File: src/rtl/line_buf_pkg.sv
// Shared constants and FSM state type for the port-B line buffer read streamer.
package line_buf_pkg;

    localparam int LB_AW    = 10;
    localparam int LB_DW    = 16;
    localparam int LB_DEPTH = 1024;

    typedef enum logic [1:0] {
        LB_IDLE  = 2'd0,
        LB_RUN   = 2'd1,
        LB_DRAIN = 2'd2,
        LB_DONE  = 2'd3
    } lb_stream_state_t;

endpackage

File: src/rtl/lb_skid_fifo.sv
// Two-entry fall-through FIFO holding {last, data} pairs; a word arriving while
// the FIFO is empty is presented on the output in the same cycle.
module lb_skid_fifo #(
    parameter int DW = 16
) (
    input  logic          clk,
    input  logic          resetn,
    input  logic          flush,
    input  logic          push,
    input  logic [DW-1:0] push_data,
    input  logic          push_last,
    input  logic          out_ready,
    output logic          out_valid,
    output logic [DW-1:0] out_data,
    output logic          out_last,
    output logic [1:0]    count
);

    logic [DW:0] mem_q [2];
    logic [DW:0] mem_d [2];
    logic        wr_ptr_q, wr_ptr_d;
    logic        rd_ptr_q, rd_ptr_d;
    logic [1:0]  count_q, count_d;
    logic        empty;
    logic        accept;
    logic        take;
    logic        store;

    always_comb begin
        empty     = (count_q == 2'd0);
        out_valid = !empty || push;
        out_data  = '0;
        out_last  = 1'b0;
        if (!empty) begin
            out_data = mem_q[rd_ptr_q][DW-1:0];
            out_last = mem_q[rd_ptr_q][DW];
        end else if (push) begin
            out_data = push_data;
            out_last = push_last;
        end

        // A word consumed straight from the input while empty is never stored.
        accept = out_valid && out_ready;
        take   = accept && !empty;
        store  = push && !(accept && empty);

        mem_d    = mem_q;
        wr_ptr_d = wr_ptr_q;
        rd_ptr_d = rd_ptr_q;
        count_d  = count_q;
        if (flush) begin
            wr_ptr_d = 1'b0;
            rd_ptr_d = 1'b0;
            count_d  = 2'd0;
        end else begin
            if (store) begin
                mem_d[wr_ptr_q] = {push_last, push_data};
                wr_ptr_d        = ~wr_ptr_q;
            end
            if (take) begin
                rd_ptr_d = ~rd_ptr_q;
            end
            count_d = count_q + {1'b0, store} - {1'b0, take};
        end
    end

    always_ff @(posedge clk) begin
        if (!resetn) begin
            mem_q    <= '{default: '0};
            wr_ptr_q <= 1'b0;
            rd_ptr_q <= 1'b0;
            count_q  <= 2'd0;
        end else begin
            mem_q    <= mem_d;
            wr_ptr_q <= wr_ptr_d;
            rd_ptr_q <= rd_ptr_d;
            count_q  <= count_d;
        end
    end

    assign count = count_q;

endmodule

File: src/rtl/dpb_line_streamer.sv
// Port-B read streamer: one BRAM read per cycle, returns buffered in a 2-entry FIFO, valid/ready output.
// Define LINE_STREAMER_REPEAT_EN to add repeat_mode (continuous re-streaming of the same window).
module dpb_line_streamer
    import line_buf_pkg::*;
#(
    parameter int AW = LB_AW,
    parameter int DW = LB_DW
) (
    input  logic          clk,
    input  logic          resetn,
    input  logic          start,
`ifdef LINE_STREAMER_REPEAT_EN
    input  logic          repeat_mode,
`endif
    input  logic [AW-1:0] base_addr,
    input  logic [AW:0]   length,
    input  logic          abort,
    output logic          busy,
    output logic          done,
    output logic          mem_ceb,
    output logic          mem_oceb,
    output logic [AW-1:0] mem_adb,
    input  logic [DW-1:0] mem_doutb,
    output logic          m_valid,
    input  logic          m_ready,
    output logic [DW-1:0] m_data,
    output logic          m_last
);

    lb_stream_state_t state_q, state_d;
    logic [AW:0]      len_q, len_d;
    logic [AW:0]      issued_q, issued_d;
    logic [AW-1:0]    addr_q, addr_d;
    logic             inflight_q, inflight_d;
    logic             inflight_last_q, inflight_last_d;
    logic             flush;
    logic             credit_ok;
    logic             issue;
    logic             last_issue;
    logic             rpt_active;
    logic [1:0]       fifo_count;
`ifdef LINE_STREAMER_REPEAT_EN
    logic [AW-1:0]    base_q, base_d;
    logic             rpt_q, rpt_d;
`endif

    // Credit: stored words plus the one in flight may never exceed the two FIFO slots.
    always_comb begin
        flush      = abort && ((state_q == LB_RUN) || (state_q == LB_DRAIN));
        credit_ok  = (fifo_count == 2'd0) || ((fifo_count == 2'd1) && !inflight_q);
        issue      = (state_q == LB_RUN) && !abort && (issued_q < len_q) && credit_ok;
        last_issue = ((issued_q + (AW+1)'(1)) == len_q);
`ifdef LINE_STREAMER_REPEAT_EN
        rpt_active = rpt_q;
`else
        rpt_active = 1'b0;
`endif
    end

    always_ff @(posedge clk) begin
        if (!resetn) begin
            state_q <= LB_IDLE;
        end else begin
            state_q <= state_d;
        end
    end

    always_comb begin
        state_d = state_q;
        case (state_q)
            LB_IDLE: begin
                if (start) begin
                    state_d = (length == '0) ? LB_DONE : LB_RUN;
                end
            end
            LB_RUN: begin
                if (abort) begin
                    state_d = LB_DONE;
                end else if (issue && last_issue && !rpt_active) begin
                    state_d = LB_DRAIN;
                end
            end
            LB_DRAIN: begin
                if (abort || (m_valid && m_ready && m_last)) begin
                    state_d = LB_DONE;
                end
            end
            LB_DONE: begin
                state_d = LB_IDLE;
            end
            default: begin
                state_d = LB_IDLE;
            end
        endcase
    end

    always_comb begin
        busy     = (state_q != LB_IDLE);
        done     = (state_q == LB_DONE);
        mem_ceb  = issue;
        mem_oceb = 1'b1;
        mem_adb  = addr_q;
    end

    always_comb begin
        len_d           = len_q;
        issued_d        = issued_q;
        addr_d          = addr_q;
        inflight_d      = issue;
        inflight_last_d = issue && last_issue;
`ifdef LINE_STREAMER_REPEAT_EN
        base_d          = base_q;
        rpt_d           = rpt_q;
`endif
        if ((state_q == LB_IDLE) && start) begin
            len_d    = length;
            addr_d   = base_addr;
            issued_d = '0;
`ifdef LINE_STREAMER_REPEAT_EN
            base_d   = base_addr;
            rpt_d    = repeat_mode;
`endif
        end else if (issue) begin
            addr_d   = (32'(addr_q) == LB_DEPTH - 1) ? '0 : addr_q + AW'(1);
            issued_d = issued_q + (AW+1)'(1);
`ifdef LINE_STREAMER_REPEAT_EN
            if (rpt_q && last_issue) begin
                addr_d   = base_q;
                issued_d = '0;
            end
`endif
        end
    end

    always_ff @(posedge clk) begin
        if (!resetn) begin
            len_q           <= '0;
            issued_q        <= '0;
            addr_q          <= '0;
            inflight_q      <= 1'b0;
            inflight_last_q <= 1'b0;
`ifdef LINE_STREAMER_REPEAT_EN
            base_q          <= '0;
            rpt_q           <= 1'b0;
`endif
        end else begin
            len_q           <= len_d;
            issued_q        <= issued_d;
            addr_q          <= addr_d;
            inflight_q      <= inflight_d;
            inflight_last_q <= inflight_last_d;
`ifdef LINE_STREAMER_REPEAT_EN
            base_q          <= base_d;
            rpt_q           <= rpt_d;
`endif
        end
    end

    lb_skid_fifo #(
        .DW(DW)
    ) u_fifo (
        .clk       (clk),
        .resetn    (resetn),
        .flush     (flush),
        .push      (inflight_q),
        .push_data (mem_doutb),
        .push_last (inflight_last_q),
        .out_ready (m_ready),
        .out_valid (m_valid),
        .out_data  (m_data),
        .out_last  (m_last),
        .count     (fifo_count)
    );

endmodule

File: config.mk
export PLATFORM = sky130hd
export DESIGN_NAME = dpb_line_streamer
export DESIGN_NICKNAME = d
export VERILOG_FILES = /design/src/rtl/line_buf_pkg.sv /design/src/rtl/lb_skid_fifo.sv /design/src/rtl/dpb_line_streamer.sv
export SDC_FILE = /design/constraint.sdc
export NUM_CORES = 1
export LEC_CHECK = 0
export ABC_CLOCK_PERIOD_IN_PS = 2800
export BUFFER_PORTS_ARGS = -buffer_cell sky130_fd_sc_hd__buf_2
export CELL_PAD_IN_SITES_DETAIL_PLACEMENT = 1
export CELL_PAD_IN_SITES_GLOBAL_PLACEMENT = 1
export CORE_MARGIN = 2
export CORE_UTILIZATION = 43
export CTS_BUF_LIST = sky130_fd_sc_hd__clkbuf_4
export DETAILED_ROUTE_END_ITERATION = 12
export PLACE_DENSITY = 0.86
export SETUP_SLACK_MARGIN = 0.5
export SLEW_MARGIN = 30
export SYNTH_ARGS = -nofsm -noshare
export SYNTH_HDL_FRONTEND = slang
export SYNTH_HIERARCHICAL = 1
export SYNTH_SLANG_ARGS = --single-unit
File: constraint.sdc
create_clock -name clk -period 2.8 [get_ports clk]
set_clock_uncertainty 0.1 [all_clocks]
set_input_delay 0.56 -clock clk [delete_from_list [all_inputs] [get_ports clk]]
set_output_delay 0.56 -clock clk [all_outputs]
set_load 0.01 [all_outputs]
==> results_dict.tcl, run 1 <==
set metrics [dict create \
    first_iter_violations 175 \
    die_w_um 104 \
    rsz0062_at_grt "true" \
    h-tree-depth 3 \
    powerDensity_nw_per_um2 649 \
    tns_ps 0 \
    grt_overflow 0 \
    synth_area_leaders "dfxtp_1, mux2i_1, nand2_1, ha_1, o21ai_0" \
    ys_warn_count 6 \
    synth-seq-cells 74 \
    yosys.area.top_type "dfxtp_1" \
    cts_tree "yes" \
    path_class "register to output port" \
    die_y_um 104 \
    seq_area_um2 1520 \
    start_kind "register" \
    holdBufCountCts 0 \
    hold_violations 0 \
    cts_made_buffers 9 \
    clockBufferDepth 2 \
    status "finished clean" \
    antenna_found_initial 0 \
    fmax_mhz 380 \
    place_ws_ps 381 \
    drc 0 \
    min_period_over_period_pct 94.0 \
    place_congestion 0.841 \
    antenna_cells 0 \
    routed_wl_um 14500 \
    utilization_pct 56.7 \
    synth_area_um2 4300 \
    synth_ff_type "dfxtp_1" \
    slew_headroom_pct 57.2 \
    grt_max_degree 68 \
    grt_pass1_vias 4348 \
    ant_nets 0 \
    synth-async-reset-ratio_pct 0 \
    cts-root-buf "clkbuf_4" \
    vdd_drop_max_mv 0.313 \
    setup_viol 0 \
    cp-end-kind "output port" \
    yosysSeqAreaShare_pct 34.4 \
    dp_hpwl_um 8740 \
    insertion_delay_ps 460 \
    multiInputGateArea_um2 2840 \
    cp_data_arrival_time_ps 1970 \
    crit_required_ps 2140 \
    area_delta_synth_final_pct 28.3 \
    via_per_inst 5.73 \
    port_buffers 72 \
    synth_edf_count 0 \
    tightestPinTransition_ps 641 \
    post-route-min-period_ps 2630 \
    wl_per_cell_um 19.3 \
    dieArea_um2 10800 \
    io-pin-count 74 \
    p_leak_nw 2.27 \
    min_path_type "input port to register" \
    fp-row-count 36 \
    core_area_um2 9730 \
    start_util_pct 44.2 \
    netlist.area_leader.share_pct 34.4 \
    synth_cell_type_count 62 \
    clkSinkCount 74 \
    grt_pass1_wl_um 21000 \
    setup_ws_ps 169 \
    fillers 1188 \
    avgSynthCellArea_um2 8.25 \
    syn_nets 583 \
    slew_violations 0 \
    layout-drive-gt1-share_pct 34.8 \
    via_count 4303 \
    track_usage_pct 23.9 \
    layout.nets 675 \
    dr.pass1.iters 4 \
    syn_inst 521 \
    cts.clk_slew.worst_paths_ps 130 \
    cap_violations 0 \
    path_max_fanout 2 \
]
[worst max-delay path: stages, from the launching register on]
cell       delay (ps)
dfxtp_2           360
inv_2              50
ha_4              250
nor2b_4           150
o2111ai_4         130
a211o_1           310
nand2_2           110
inv_4              50
buf_6             110
[layout by cell type (no fill, tap or decap), types with 7 or more instances in the layout]
cell	n
buf_4	34
dfxtp_2	14
xnor2_1	11
o21ai_1	11
clkbuf_4	10
nand3_1	21
buf_2	71
nand2_1	88
a21oi_1	22
nand3_2	16
nor2_1	24
xor2_1	16
inv_1	19
a31oi_1	7
o21ai_0	20
dfxtp_1	54
mux2i_1	52
o21ai_2	9
ha_1	11
[flip-flops by register name (all words and copies together), names as in the netlist, 2 cells and up]
| name | cells |
|---|---|
| issued_q | 11 |
| mem_adb | 10 |
| u_fifo/count | 2 |
| len_q | 11 |
| u_fifo/mem_q | 34 |
| state_q | 2 |
[stage by stage]
stage	instance area [µm²]	std cells	power [W]	hold WS (ps)
global placement	4750	708	0.00234	342
finish	5520	751	0.00358	240
floorplan	4310	521	0.00201	334
detailed placement	4750	708	0.00240	354
global route	5520	751	0.00376	261
CTS	5110	732	0.00327	250
[cell usage after synthesis, types with 2 or more instances]
master and count:
nand2_1 89, dfxtp_1 74, mux2i_1 52, o21ai_0 38
nand3_1 37, nor2_1 26, a21oi_1 24, inv_1 23
ha_1 20, clkbuf_1 18, xor2_1 16, xnor2_1 11
a31oi_1 7, nand4_1 6, or3_1 6, and3_1 5
buf_2 5, and2_1 3, buf_6 3, nand3b_1 3
nand4b_1 3, o211ai_1 3, a211oi_1 2, a41oi_1 2
buf_4 2, nor2_2 2, nor2b_1 2, nor4_1 2
o2111ai_1 2, o21a_1 2, o21ai_1 2
[area by class of cell]
cell class	count	share of cell area, %
multi-input cells	391	51.4
well taps	133	3.02
clock buffers	10	1.36
clock inverters	6	1.47
inverters	24	1.72
flip-flops and latches	74	27.6
repair buffers	113	13.4
[cells by family after synthesis]
logic type / synth area share, %
fa+ha+maj: 5.82
mux: 12.1
compound gates: 12.9
buf+inv: 6.63
simple gates: 22.5
other cells: 0.0872
xor+xnor: 5.50
flops: 34.4
[report_power, final]
part           internal, W  switching [W]  leakage, nW
clock network     0.000366       0.000409       0.0838
registers          0.00116       0.000119        0.611
logic             0.000642       0.000878         1.57
total              0.00217        0.00141         2.27
[final timing paths]
kind | slack (ps) | start | to | cells after the start
worst max-delay path | 170 | len_q[1] | mem_ceb | 8
worst min register to register | 370 | u_fifo/mem_q[1] | u_fifo/mem_q[1] | 2
worst max register to register | 450 | len_q[7] | mem_adb[3] | 11
worst min-delay path | 240 | length[6] | len_q[6] | 3
[per-layer routing]
layer / share of wire [%] / track usage, % / up-vias
met5: 0 / 0 / -
met3: 4.4 / 4.57 / 51
met4: 4.3 / 12.6 / 0
met2: 52 / 43.2 / 158
met1: 39 / 26.5 / 2091
li1: - / - / 2003
[what timing repair did]
item / CTS / global route
gates cloned: 0 / 2
endpoints found under the setup margin: 27 / 36
pin swaps: 8 / 25
resized for setup: 38 / 73
hold endpoints to repair: 0 / 0
setup buffers: 8 / 17
Power figures use the tool's default switching activity.
==> run 2, diff against run 1 <==
ABC_AREA = 1   (was default)
CORE_UTILIZATION = 41   (was 43)
==> run 2 against run 1 <==
Net effect: die area rose by 7.8%; clock-buffer cell count unchanged; critical endpoint unchanged; final area grew 1.8%; largest power group unchanged; critical path depth is the same; area after synthesis up 3.1%; highest routed layer unchanged; first-iteration DRC count rose by 65%.
==> results_dict.tcl, run 2 <==
set metrics [dict create \
    hold_path_depth 3 \
    start_kind "register" \
    layout-drive-gt1-share_pct 29.8 \
    core_area_um2 10400 \
    via_count 5140 \
    die_y_um 108 \
    r2r_end "mem_adb[6]" \
    ys_warn_count 6 \
    mostFrequentLayoutCells "nand2_1, buf_2, nor2_1" \
    regMostFlops "u_fifo/mem_q" \
    yosys.area_share.simple_pct 35.2 \
    dp_hpwl_um 10100 \
    grt_max_degree 45 \
    antenna_cells 0 \
    r2r_slack_ps 360 \
    avgSynthCellArea_um2 6.74 \
    seqPwrFrac_pct 31.7 \
    path_class "register to output port" \
    final_cell_area_um2 5620 \
    hold_violations 0 \
    min_path_type "input port to register" \
    post-route-min-period_ps 2470 \
    die_w_um 108 \
    synth_fa_ha_area_share_pct 5.64 \
    cts-root-buf "clkbuf_4" \
    yosysMostFrequentCell "nand2_1" \
    crit_chain "inv_4, ha_1, nand3b_1, nand2_1, nand3_1, nand4_1, nor2_4, buf_6" \
    crit_required_ps 2140 \
    synth-seq-cells 74 \
    synth_top_cells_by_count "nand2_1, dfxtp_1, nor2_1" \
    internal-power_w 0.00247 \
    drc 0 \
    h-tree-depth 3 \
    clkSinkCount 74 \
    cap_violations 0 \
    dieArea_um2 11700 \
    grt_pass1_vias 5169 \
    routed_wl_um 17100 \
    clockBufferDepth 2 \
    min_from "mem_doutb[9]" \
    cp_slowest_cell "dfxtp_4" \
    layout.nets 815 \
    yosys.area.top_type "dfxtp_1" \
    place_congestion 0.971 \
    area_delta_synth_final_pct 26.6 \
    yosys.area_share.xor_xnor_pct 0.593 \
    min_period_over_period_pct 88.3 \
    tns_ps 0 \
    grt_overflow 0 \
    path_max_fanout 3 \
    synth_area_um2 4430 \
    synth_top_family_by_area "simple AND/OR/NAND/NOR gates" \
    dr.pass1.iters 5 \
    first_iter_violations 288 \
    syn_nets 720 \
    powerDensity_nw_per_um2 802 \
    rsz0062_at_grt "true" \
    insertion_delay_ps 440 \
    ant_nets 0 \
    power_frac_comb_pct 50.5 \
    port_buffers 72 \
    largest_reg_flops 34 \
    min_to "u_fifo/mem_q[9]" \
    cts_tree "yes" \
    fillers 1380 \
    tightestPinTransition_ps 575 \
    vdd_drop_max_mv 0.422 \
    switching_share_pct 45.1 \
    place_area_um2 4920 \
    synth_edf_count 0 \
    track_usage_pct 27.4 \
    synth_area_leaders "dfxtp_1, nand2_1, o21ai_0, nor2_1, ha_1" \
    wl_per_cell_um 19.1 \
    total_power_w 0.00450 \
    setup_viol 0 \
    cts.clk_slew.worst_paths_ps 140 \
    netlist.area_leader.share_pct 33.4 \
    p_leak_nw 2.47 \
    cp-end-kind "output port" \
    fp-row-count 37 \
    status "finished clean" \
    cp_data_arrival_time_ps 1810 \
    p_sw_w 0.00203 \
    antenna_found_initial 1 \
    cpPeakStageDelay_ps 380 \
    slew_headroom_pct 61.3 \
    via_per_inst 5.75 \
    fmax_mhz 404 \
    yosysSeqAreaShare_pct 33.4 \
    synth_compound_area_share_pct 15.9 \
    start_util_pct 42.6 \
    synth_cell_type_count 44 \
    synth-async-reset-ratio_pct 0 \
    synthMuxAreaShare_pct 0 \
    grt_pass1_wl_um 25300 \
    syn_inst 658 \
    worst_r2r_path_depth 14 \
    whs_ps 272 \
    synth_ff_type "dfxtp_1" \
    reg2reg_from "issued_q[0]" \
    p_clk_share_pct 17.9 \
    slew_violations 0 \
    largestRegisters "u_fifo/mem_q x34, issued_q x11, len_q x11" \
    layout_commonest_cell "nand2_1" \
    cts_made_buffers 9 \
    io-pin-count 74 \
]
==> run 2: changes by cell type after synthesis, moves of 10 or more <==
cell,before,now
a21boi_1,0,10
nor2_1,26,70
inv_1,23,63
nand4_1,6,26
xor2_1,16,0
o21ai_0,38,54
mux2i_1,52,0
nand2_1,89,168
==> run 2: worst max path at each step <==
| stage | start | end | slack [ps] | depth (start not counted) |
|---|---|---|---|---|
| finish | issued_q[0] | mem_ceb | 330 | 8 |
| global route | len_q[6] | mem_ceb | 270 | 8 |
| CTS | len_q[2] | mem_ceb | 390 | 8 |
| detailed placement | issued_q[5] | mem_adb[1] | 490 | 12 |
| global placement | issued_q[4] | mem_adb[1] | 570 | 12 |
| floorplan | issued_q[4] | mem_ceb | 690 | 9 |
==> run 2: final cells by class <==
class	count	area, µm²	share of cell area, %
clock buffer	10	75.1	1.34
clock inverter	6	88.8	1.58
inverter	67	260	4.63
multi-input combinational	487	2770	49.3
sequential	74	1530	27.3
tap	136	170	3.03
timing repair buffer	113	717	12.8
timing repair inverter	1	7.51	0.134
==> run 2: worst max-delay path, delay by kind of cell, from the launching register on <==
kind	cells	cell delay [ps]
fa+ha+maj	1	170
buf+inv	2	200
simple gates	5	620
flops	1	380
==> run 2: what timing repair did <==
item	CTS	global route
hold buffers	0	0
gates cloned	1	1
pin swaps	17	16
setup buffers	13	14
resized for setup	50	44
setup endpoints to repair	20	43
==> run 2: per-layer routing <==
layer / wire, µm / global-route usage [%]
met3: 978 / 4.64
met5: 0 / 0
met1: 7180 / 33.6
met4: 629 / 12.6
met2: 8330 / 46.7
==> run 2: power by group through the flow <==
stage / Clock [W] / Sequential [W] / Combinational, W
floorplan: 0 / 0.00136 / 0.00113
global placement: 0 / 0.00138 / 0.00155
detailed placement: 0 / 0.00140 / 0.00163
CTS: 0.000804 / 0.00139 / 0.00182
global route: 0.000859 / 0.00144 / 0.00244
finish: 0.000804 / 0.00143 / 0.00227
==> run 2: logic make-up after synthesis <==
group	after synthesis
AOI/OAI and AO/OA	123
xor gates and xnor gates	3
adders and majority gates	20
buffers and inverters	98
DFF	74
other	1
and+or+nand+nor	339
==> run 2: through the flow <==
| step | setup slack [ps] | util (%) | instances |
|---|---|---|---|
| detailed placement | 488 | 47.2 | 849 |
| floorplan | 686 | - | 658 |
| finish | 327 | 53.9 | 894 |
| CTS | 389 | 51.4 | 879 |
| global placement | 573 | 47.2 | 849 |
| global route | 270 | 53.9 | 894 |
==> run 3, diff against run 2 <==
CORE_UTILIZATION = 40   (was 41)
CTS_BUF_LIST = default   (was sky130_fd_sc_hd__clkbuf_4)
PLACE_DENSITY = 0.84   (was 0.86)
==> run 3 against run 2 <==
Net effect: worst hold slack gained 72 ps; sequential power is essentially flat; sequential cell count is the same; fmax shrank 2.0%; final area grew 3.7%; core utilization shrank 0.19 points; via count shrank 0.53%; sequential share of layout area shrank 1.1 points; combinational power grew 10%; global-route usage shrank 2.2 points; final cell count shrank 0.22%; wire length grew 6.3%; critical endpoint is now state_q[1].
==> results_dict.tcl, run 3 (synthesis results as in run 2) <==
set metrics [dict create \
    port_buffers 72 \
    first_iter_violations 339 \
    crit_required_ps 2970 \
    grt_pass1_vias 4918 \
    wl_per_cell_um 20.4 \
    dr.pass1.iters 5 \
    switching_share_pct 44.4 \
    grt_overflow 0 \
    internal-power_w 0.00277 \
    hold_violations 0 \
    core_area_um2 10800 \
    setup_viol 0 \
    status "finished clean" \
    place_ws_ps 210 \
    grt_pass1_wl_um 23600 \
    cts-root-buf "clkbuf_8" \
    layout.nets 809 \
    regMostFlops "u_fifo/mem_q" \
    dieArea_um2 11900 \
    crit_start "issued_q[1]" \
    cts_made_buffers 9 \
    layout_commonest_cell "nand2_1" \
    antenna_cells 0 \
    rsz0062_at_grt "true" \
    die_w_um 109 \
    clockBufferDepth 2 \
    cpPeakStageDelay_ps 410 \
    antenna_found_initial 0 \
    path_class "register to register" \
    p_clk_share_pct 21.3 \
    worst_path_dominant_cell_family "simple AND/OR/NAND/NOR gates" \
    path_max_fanout 5 \
    reg2reg_from "issued_q[1]" \
    start_kind "register" \
    drc 0 \
    fmax_mhz 396 \
    die_y_um 109 \
    min_period_over_period_pct 90.1 \
    track_usage_pct 25.2 \
    tightestPinTransition_ps 611 \
    grt_max_degree 43 \
    tns_ps 0 \
    total_power_w 0.00499 \
    place_congestion 0.895 \
    cp-end-kind "register" \
    powerDensity_nw_per_um2 857 \
    post-route-min-period_ps 2520 \
    p_sw_w 0.00222 \
    holdBufCountCts 0 \
    clkSinkCount 74 \
    seqPwrFrac_pct 28.6 \
    via_count 5113 \
    io-pin-count 74 \
    layout-drive-gt1-share_pct 31.4 \
    insertion_delay_ps 380 \
    ant_nets 0 \
    critical_path_buf_inv_count 1 \
    place_area_um2 4900 \
    largestRegisters "u_fifo/mem_q x34, issued_q x11, len_q x11" \
    crit_top_cell "nand2_1" \
    vdd_drop_max_mv 0.459 \
    min_path_type "input port to register" \
    power_frac_comb_pct 50.0 \
    cts.clk_slew.worst_paths_ps 90 \
    mostFrequentLayoutCells "nand2_1, buf_2, nor2_1" \
    fp-row-count 38 \
    p_leak_nw 2.51 \
    dp_hpwl_um 9950 \
    slew_headroom_pct 58.9 \
    utilization_pct 53.7 \
    via_per_inst 5.73 \
    slew_violations 0 \
    start_util_pct 40.9 \
    final_cell_area_um2 5820 \
    cp_data_arrival_time_ps 2690 \
    h-tree-depth 3 \
    largest_reg_flops 34 \
    cts_tree "yes" \
    crit_chain "ha_1, inv_1, nand2_1, nand2_1, nand2_1, nand3_1, nor2_1, nand3_1, nor2_1, nand4_1, nand2_2, nand3_1, nand2_1, nor2_1" \
    area_delta_synth_final_pct 31.3 \
    cap_violations 0 \
    setup_ws_ps 276 \
    cp_slowest_cell "dfxtp_2" \
    min_from "mem_doutb[8]" \
    routed_wl_um 18200 \
]
[run 3: timing repair]
item | in CTS | in global routing
resized for setup | 17 | 105
setup endpoints to repair | 42 | 30
setup buffers | 10 | 15
gates cloned | 0 | 1
pin swaps | 9 | 21
[run 3: final timing paths]
path	slack, ps	end	cells past startpoint
max reg2reg	280	state_q[1]	14
max	280	state_q[1]	14
min	340	u_fifo/mem_q[8]	3
min reg2reg	360	u_fifo/mem_q[30]	2
[run 3: routing by layer]
metal | global-route usage [%] | share of wire [%]
met1 | 30.7 | 40
met2 | 45.0 | 50
met3 | 4.62 | 5.6
met4 | 7.78 | 4.2
met5 | 0 | 0
[run 3: area by class of cell]
type                            count  area (µm²)
Clock buffer                       10         128
Inverter                           67         270
Tap cell                          140         175
Fill cell                        1403        5020
Clock inverter                      6         114
Timing Repair Buffer              109         737
Multi-Input combinational cell    486        2880
Sequential cell                    74        1520
[run 3: tightest hold or removal path, stage by stage]
cell and delay (ps):
buf_2 100, nor2_1 50, nor2_1 80
[run 3: stage by stage]
stage,hold slack (ps),cells
final,344,892
after global routing,350,892
after CTS,342,876
after detailed placement,354,850
after global placement,343,850
after floorplan,334,658
[run 3: power groups by stage]
| stage | combinational (W) | sequential, W | clock (W) |
|---|---|---|---|
| 3_3_place_gp | 0.00157 | 0.00138 | 0 |
| 3_5_place_dp | 0.00164 | 0.00139 | 0 |
| 4_1_cts | 0.00186 | 0.00138 | 0.00105 |
| 5_1_grt | 0.00267 | 0.00145 | 0.00112 |
| 2_1_floorplan | 0.00113 | 0.00136 | 0 |
| 6_report | 0.00250 | 0.00143 | 0.00106 |
